===== src/rtl/regfile_param.sv =====
// rtl/regfile_param.sv - parameterised register file with clear engine; REGFILE_BYPASS_EN enables write-to-read forwarding
module regfile_param #(
  parameter int XLEN  = 32,
  parameter int DEPTH = 32,
  localparam int AW   = $clog2(DEPTH)
) (
  input  logic            clk,
  input  logic            rst,
  input  logic            we,
  input  logic [AW-1:0]   rd,
  input  logic [XLEN-1:0] wd,
  input  logic [AW-1:0]   rs1,
  input  logic [AW-1:0]   rs2,
  output logic [XLEN-1:0] rd1,
  output logic [XLEN-1:0] rd2,
  input  logic            clr_req,
  output logic            busy,
  output logic            clr_done,
  output logic            wr_drop
);

  typedef enum logic [1:0] {IDLE, CLEAR, DONE} state_t;

  localparam logic [AW-1:0] PTR_FIRST = AW'(1);
  localparam logic [AW-1:0] PTR_LAST  = AW'(DEPTH - 1);

  state_t          state;
  state_t          state_nxt;
  logic [AW-1:0]   ptr;
  logic [XLEN-1:0] regs [DEPTH];
  logic            wr_req;
  logic            write_ok;

  assign wr_req   = we && (rd != '0);
  assign write_ok = (state == IDLE) && wr_req;

  always_ff @(posedge clk) begin
    if (rst) begin
      state <= CLEAR;
      ptr   <= PTR_FIRST;
    end else begin
      state <= state_nxt;
      if (state == IDLE && clr_req) begin
        ptr <= PTR_FIRST;
      end else if (state == CLEAR && ptr != PTR_LAST) begin
        ptr <= ptr + PTR_FIRST;
      end
    end
  end

  always_comb begin
    state_nxt = state;
    case (state)
      IDLE:    if (clr_req) state_nxt = CLEAR;
      CLEAR:   if (ptr == PTR_LAST) state_nxt = DONE;
      DONE:    state_nxt = IDLE;
      default: state_nxt = IDLE;
    endcase
  end

  always_comb begin
    busy     = (state != IDLE);
    clr_done = (state == DONE);
  end

  always_ff @(posedge clk) begin
    if (rst) begin
      wr_drop <= 1'b0;
    end else begin
      wr_drop <= busy && wr_req;
    end
  end

  // Entry 0 is never written; the read muxes below mask it to zero.
  always_ff @(posedge clk) begin
    if (state == CLEAR) begin
      regs[ptr] <= '0;
    end else if (!rst && write_ok) begin
      regs[rd] <= wd;
    end
  end

  // Cleared and not-yet-cleared entries both read as zero while busy.
  always_comb begin
    rd1 = '0;
    if (!busy && rs1 != '0) begin
      rd1 = regs[rs1];
`ifdef REGFILE_BYPASS_EN
      if (wr_req && rd == rs1) rd1 = wd;
`endif
    end
  end

  always_comb begin
    rd2 = '0;
    if (!busy && rs2 != '0) begin
      rd2 = regs[rs2];
`ifdef REGFILE_BYPASS_EN
      if (wr_req && rd == rs2) rd2 = wd;
`endif
    end
  end

endmodule

===== config.mk =====
export PLATFORM = sky130hd
export DESIGN_NAME = regfile_param
export DESIGN_NICKNAME = d
export VERILOG_FILES = /design/src/rtl/regfile_param.sv
export SDC_FILE = /design/constraint.sdc
export NUM_CORES = 1
export LEC_CHECK = 0
export ABC_CLOCK_PERIOD_IN_PS = 7000
export CAP_MARGIN = 20
export CORE_MARGIN = 1.5
export CORE_UTILIZATION = 29
export DETAILED_ROUTE_END_ITERATION = 8
export DONT_BUFFER_PORTS = 1
export PLACE_DENSITY = 0.54
export SYNTH_ARGS = -nofsm -noshare
export SYNTH_HDL_FRONTEND = slang
export SYNTH_SLANG_ARGS = --single-unit

===== constraint.sdc =====
create_clock -name clk -period 7 [get_ports clk]
set_input_delay 0.7 -clock clk [delete_from_list [all_inputs] [get_ports clk]]
set_output_delay 0.7 -clock clk [all_outputs]
set_load 0.1 [all_outputs]

==> summary.md, run 1 <==
| Metric | Value |
|---|---|
| Outcome | `completed` |
| Final hold violation count | `0` |
| Hold Startpoint | `rst` |
| Largest net degree at the start of global routing | `450` |
| Syn_area_per_cell | `15.7 um^2` |
| Worst setup margin | `2.01 ns` |
| Slew Limit Fails | `0` |
| Clock latency on the worst-skew pair | `0.70 ns` |
| Post-synthesis async set-or-reset flop share | `0%` |
| Dpl hpwl | `88.2 mm` |
| CTS resizes | `0` |
| Flops & latches, synth | `1032` |
| PwrDens | `239 nW/um^2` |
| GRT Overall Usage | `18.2%` |
| WP data required | `6.30 ns` |
| Leak Pwr | `20.6 nW` |
| Wl on met1 | `64.3 mm` |
| RSZ-0062 raised after global routing | `false` |
| Post-synth EDFFs | `1024` |
| Max Cap Viol | `0` |
| Root buf cell | `clkbuf_16` |
| Prevailing post-synth register cell | `edfxtp_1` |
| Initial antenna violation count | `12` |
| DRT antenna net count | `0` |
| Chip Width | `413 um` |
| RD Place Congestion | `0.810` |
| Layout area overhead | `15.5%` |
| Setup WS pre-CTS | `2.63 ns` |
| Vias in the first global route | `30500` |
| Routed WL | `159 mm` |
| Net Count, Synth | `3145` |
| Setup-failing EPs final | `0` |
| Hold-fix buffers, CTS | `0` |
| First-pass GRT wire length | `223 mm` |
| NumNets Final | `3180` |
| Vias | `29700` |
| Most frequent cells in the layout | `edfxtp_1, mux2i_1, a22oi_1, nand3_1` |
| CTS tree | `done` |
| Reg2reg start | `state[0]$_SDFFE_PP1P_` |
| Met3 wire length | `9.54 mm` |
| Critical path endpoint category | `output pin` |
| Core ar. | `167000 um^2` |
| Crit path from | `state[0]$_SDFFE_PP1P_` |
| WL/cell | `29.3 um` |
| Area of the mapped netlist | `48700 um^2` |
| Setup TNS | `0 ns` |
| Top Metal Used | `met5` |
| Sequential element share of the synthesized area | `63.5%` |
| Hold crit path type | `input port to register` |
| Initial Utilization | `29.2%` |
| Global route overflow | `0` |
| Setup Fix Bufs, Post-CTS | `0` |
| Fmax | `200 MHz` |
| Router iterations before antenna repair | `7` |
| H-Tree Depth | `3` |
| Worst vdd ir | `175 uV` |
| Clock skew | `0.0159 ns` |
| Port bufs | `0` |
| WP data arrival | `4.29 ns` |
| Slew HR | `2.07%` |
| Initial DRC Count | `2549` |
| Post-route DRC | `0` |
| Die height | `413 um` |
| Synth Instances | `3092` |
| Fillcell total | `15800` |
| Synth warn | `0` |
| PnR Total Power | `0.0134 W` |
| Library cells used by synthesis | `51` |
| Max Buffers Root-to-Sink | `3` |
| Commonest non-fill, non-tap cell in the layout | `edfxtp_1` |
| Ports | `118` |
| Final min period | `4.99 ns` |
| Crit share post-route | `71.3%` |
| Reg clk slew, reported paths | `0.06 ns` |
| Number of vias per cell | `5.47` |
| Worst Tran Pin Value | `1.47 ns` |
| Clock sinks | `1032` |
| Met2 WL post-DR | `80.0 mm` |
| CP startpoint kind | `register` |
| CTS buffer count | `107` |
| Share of layout cells above drive strength 1 | `17.9%` |
| Full die area | `170000 um^2` |
| Critical path fanouts, max | `21` |
| Kind of critical path | `register to output pin` |
| Site Rows | `150` |
flip-flops by register name, summed over array words and instances (netlist names):
signal   cells
state        2
wr_drop      1
regs      1024
ptr          5
synthesized netlist by cell type, types with 3 or more instances:
cell type / number / area, um^2
mux2_2: 64 / 721
mux4_2: 128 / 2880
nor2b_1: 6 / 37.5
nor4_1: 5 / 31.3
nor3_1: 17 / 85.1
edfxtp_1: 1024 / 30700
nor3b_1: 6 / 45.0
a21oi_1: 5 / 25.0
and3_1: 3 / 18.8
a22oi_1: 384 / 2880
nand2_1: 74 / 278
inv_1: 3 / 11.3
and2_1: 34 / 213
nand2b_1: 5 / 31.3
mux2i_1: 768 / 7690
buf_1: 12 / 45.0
nand3_1: 193 / 966
nand4_1: 65 / 407
nor2_1: 22 / 82.6
buf_2: 93 / 465
clkbuf_1: 133 / 499
dfxtp_1: 8 / 160
logic make-up after synthesis:
family,count (synthesis),synth area share (%)
xor gates and xnor gates,3,0.0540
adders and majority gates,2,0.0514
DFF,1032,63.5
and+or+nand+nor,440,4.72
muxes,960,23.2
AOI/OAI and AO/OA,410,6.34
buffers and inverters,245,2.15
final timing paths:
| check | cells after the start | endpoint | slack [ns] |
|---|---|---|---|
| max reg2reg | 6 | regs[20][26]$_DFFE_PP_ | 2.78 |
| min reg2reg | 2 | ptr[1]$_SDFFE_PP0P_ | 0.58 |
| min | 1 | state[1]$_SDFFE_PP0P_ | 0.07 |
| max | 7 | rd1[23] | 2.01 |
power by group:
| part | internal [W] | switching, W |
|---|---|---|
| Clock | 0.00339 | 0.00244 |
| Combinational | 0.000379 | 0.000371 |
| Sequential | 0.00681 | 0.0000452 |
| Total | 0.0106 | 0.00285 |
cell type report:
cell class	instances	area (um^2)	share of cell area (%)
sequential	1032	30900	54.9
tap	2204	2760	4.90
timing repair buffer	167	1970	3.50
multi-input combinational	1815	17000	30.3
clock buffer	129	2820	5.02
clock inverter	68	744	1.32
antenna	3	7.51	0.0133
inverter	4	15.0	0.0267
worst max-delay path, cell delays in order (launching register included):
cell and delay [ns]:
dfxtp_1 0.39, nor2_1 0.58, inv_2 0.54, nor4_4 0.97
buf_12 0.34, nand2_1 0.08, nand4_1 0.28, buf_4 0.37
through the flow:
step / instance area (um^2) / instances / hold WS, ns / utilization (%)
2_1_floorplan: 48700 / 3092 / 0.512 / -
3_3_place_gp: 51900 / 5194 / 0.566 / 31.1
5_1_grt: 56300 / 5421 / 0.0616 / 33.7
6_report: 56300 / 5422 / 0.0718 / 33.7
4_1_cts: 55800 / 5402 / 0.0255 / 33.5
3_5_place_dp: 52200 / 5205 / 0.562 / 31.3
metal layers:
layer | GRT usage [%] | vias to the layer above
li1 | - | 12700
met1 | 22.9 | 15600
met2 | 31.7 | 1074
met3 | 2.77 | 275
met4 | 6.31 | 2
met5 | 0 | -
No activity file was read; power rests on OpenSTA's default activity.
==> run 2: changes to the inputs <==
Settings changed: ABC_CLOCK_PERIOD_IN_PS 7000 to 4400, PLACE_DENSITY 0.54 to 0.55.
Clock period 7 ns to 4.4 ns, I/O delays scaled along.
==> summary.md, run 2 (synthesized netlist as in run 1, its figures left out) <==
| Metric | Value |
|---|---|
| Outcome | `finished with violations` |
| Failing checks | `slew limit` |
| Top reg by flops | `regs` |
| Hold crit path type | `input port to register` |
| Vias in the first global route | `30500 (+0.033%)` |
| Final hold violation count | `0 (unchanged)` |
| Max Buffers Root-to-Sink | `3 (unchanged)` |
| RD Place Congestion | `0.811 (+0.20%)` |
| Largest regs | `regs (1024), ptr (5), state (2)` |
| Router iterations before antenna repair | `6 (-1)` |
| Leak Pwr | `20.4 nW (-0.93%)` |
| PnR Total Power | `0.0210 W (+56%)` |
| Largest register FFs | `1024 (unchanged)` |
| Ports | `118 (unchanged)` |
| Final Non-Filler Cells | `5396 (-0.48%)` |
| WP data arrival | `3.39 ns (-0.90 ns)` |
| RSZ-0062 raised after global routing | `false` |
| Placed cell count | `5204 (-0.019%)` |
| Critical path endpoint category | `output pin` |
| Max Cap Viol | `0 (unchanged)` |
| Die height | `413 um (unchanged)` |
| Share of layout cells above drive strength 1 | `17.4% (-0.44 points)` |
| Setup TNS | `0 ns (unchanged)` |
| Post-route DRC | `0 (unchanged)` |
| Crit path from | `state[0]$_SDFFE_PP1P_` |
| Clock sinks | `1032 (unchanged)` |
| Dpl hpwl | `84.1 mm (-4.6%)` |
| Final min period | `3.83 ns` |
| Vias | `29600 (-0.27%)` |
| CP startpoint kind | `register` |
| Largest net degree at the start of global routing | `450 (unchanged)` |
| WP data required | `3.96 ns (-2.34 ns)` |
| CTS buffer count | `102 (-4.7%)` |
| Initial Utilization | `29.2% (unchanged)` |
| R2R cell count | `4 (-2)` |
| Global route overflow | `0 (unchanged)` |
| Crit share post-route | `87.1%` |
| Slew Limit Fails | `114 (+114)` |
| Worst setup margin | `0.568 ns (-1.44 ns)` |
| Chip Width | `413 um (unchanged)` |
| Site Rows | `150 (unchanged)` |
| Final core utilization | `33.6% (-0.12 points)` |
| WL/cell | `28.9 um (-1.4%)` |
| Footprint of the multi-input gates | `17000 um^2 (+0.10%)` |
| Worst Tran Pin Value | `1.84 ns (+0.368 ns)` |
| CTS tree | `done` |
| FF-to-FF End | `regs[4][27]$_DFFE_PP_` |
| GRT Overall Usage | `17.8% (-0.37 points)` |
| Core ar. | `167000 um^2 (unchanged)` |
| Reg clk slew, reported paths | `0.07 ns (about the same)` |
| Setup-failing EPs final | `0 (unchanged)` |
| First-pass GRT wire length | `218 mm (-2.2%)` |
| Slew HR | `-22.5% (-25 points)` |
| Full die area | `170000 um^2 (unchanged)` |
| Critical path fanouts, max | `15 (-29%)` |
| Commonest non-fill, non-tap cell in the layout | `edfxtp_1` |
| Worst vdd ir | `284 uV (+63%)` |
| Fmax | `261 MHz` |
| NumNets Final | `3161 (-0.60%)` |
| Most frequent cells in the layout | `edfxtp_1, mux2i_1, a22oi_1, nand3_1, mux4_2` |
| Initial antenna violation count | `17 (+5)` |
| Number of vias per cell | `5.49 (+0.21%)` |
| Hold-critical path endpoint | `wr_drop$_SDFF_PP0_` |
| Routed WL | `156 mm (-1.9%)` |
| Setup WS pre-CTS | `1.12 ns (-1.51 ns)` |
| Storage element area | `30900 um^2 (unchanged)` |
| CTS resizes | `0 (unchanged)` |
| Kind of critical path | `register to output pin` |
| Hold Startpoint | `rd[2]` |
| Reg2reg start | `state[0]$_SDFFE_PP1P_` |
| H-Tree Depth | `3 (unchanged)` |
| PwrDens | `375 nW/um^2 (+57%)` |
| Port bufs | `0 (unchanged)` |
| Layout area overhead | `15.1%` |
| Initial DRC Count | `2406 (-5.6%)` |
| Root buf cell | `clkbuf_16` |
| Clock skew | `0.0207 ns (+0.00474 ns)` |
| Clock latency on the worst-skew pair | `0.72 ns (+0.02 ns)` |
| DRT antenna net count | `0 (unchanged)` |
| Hold path depth | `2 (+1)` |
| N_diodes | `0 (-3)` |
| R2r setup slk | `1.13 ns (-1.65 ns)` |
| Fillcell total | `15800 (-0.18%)` |
==> run 2: cell count changes in the layout (fill, tap and decap cells not counted), moves of 4 or more <==
cell,delta
buf_12,+49
buf_4,-37
buf_16,-22
clkbuf_16,-13
clkbuf_1,-6
clkinv_2,+4
==> run 2: per-stage QoR <==
step                      area, um^2  hold WS [ns]
after floorplan                48700         0.512
after global placement         52600         0.519
after detailed placement       52600         0.519
after CTS                      56000        0.0897
after global routing           56100         0.167
final                          56100        0.0988
==> run 2: area by class of cell <==
type	count	share of cell area (%)
Tap cell	2204	4.92
Clock inverter	73	1.40
Timing Repair Buffer	153	3.46
Multi-Input combinational cell	1815	30.4
Inverter	4	0.0268
Sequential cell	1032	55.1
Clock buffer	115	4.64
==> run 2: metal layers <==
layer	part of all wire, %	up-vias	global-route usage (%)
li1	-	12700	-
met2	50	1150	31.5
met1	40	15400	21.6
met5	0.055	-	0
met4	3.8	16	7.42
met3	6.2	342	2.75
==> run 2: how the worst max path moves through the flow <==
stage,to,slack [ns],cells past startpoint
3_5_place_dp,regs[29][27]$_DFFE_PP_,1.12,4
6_report,rd2[16],0.57,7
5_1_grt,rd2[16],0.58,7
2_1_floorplan,regs[14][0]$_DFFE_PP_,-0.85,5
3_3_place_gp,regs[23][3]$_DFFE_PP_,1.19,4
4_1_cts,rd1[19],0.64,7
==> run 2: worst max-delay path, stage by stage, from the launching register on <==
cell and delay [ns]:
dfxtp_1 0.40, nor2_1 0.21, buf_4 0.21, and3_2 0.67, buf_4 0.40, nand3_1 0.13
nand4_1 0.40, buf_12 0.24
==> run 2: power by group <==
part           leakage (nW)  internal [W]  switching, W  total, W
logic                  7.98      0.000618      0.000590   0.00121
clock network          1.65       0.00505       0.00384   0.00889
registers              10.8        0.0108     0.0000699    0.0109
==> run 2: repair_timing <==
action	CTS	global route
setup buffers	0	0
hold endpoints to repair	8	0
hold buffers	3	0
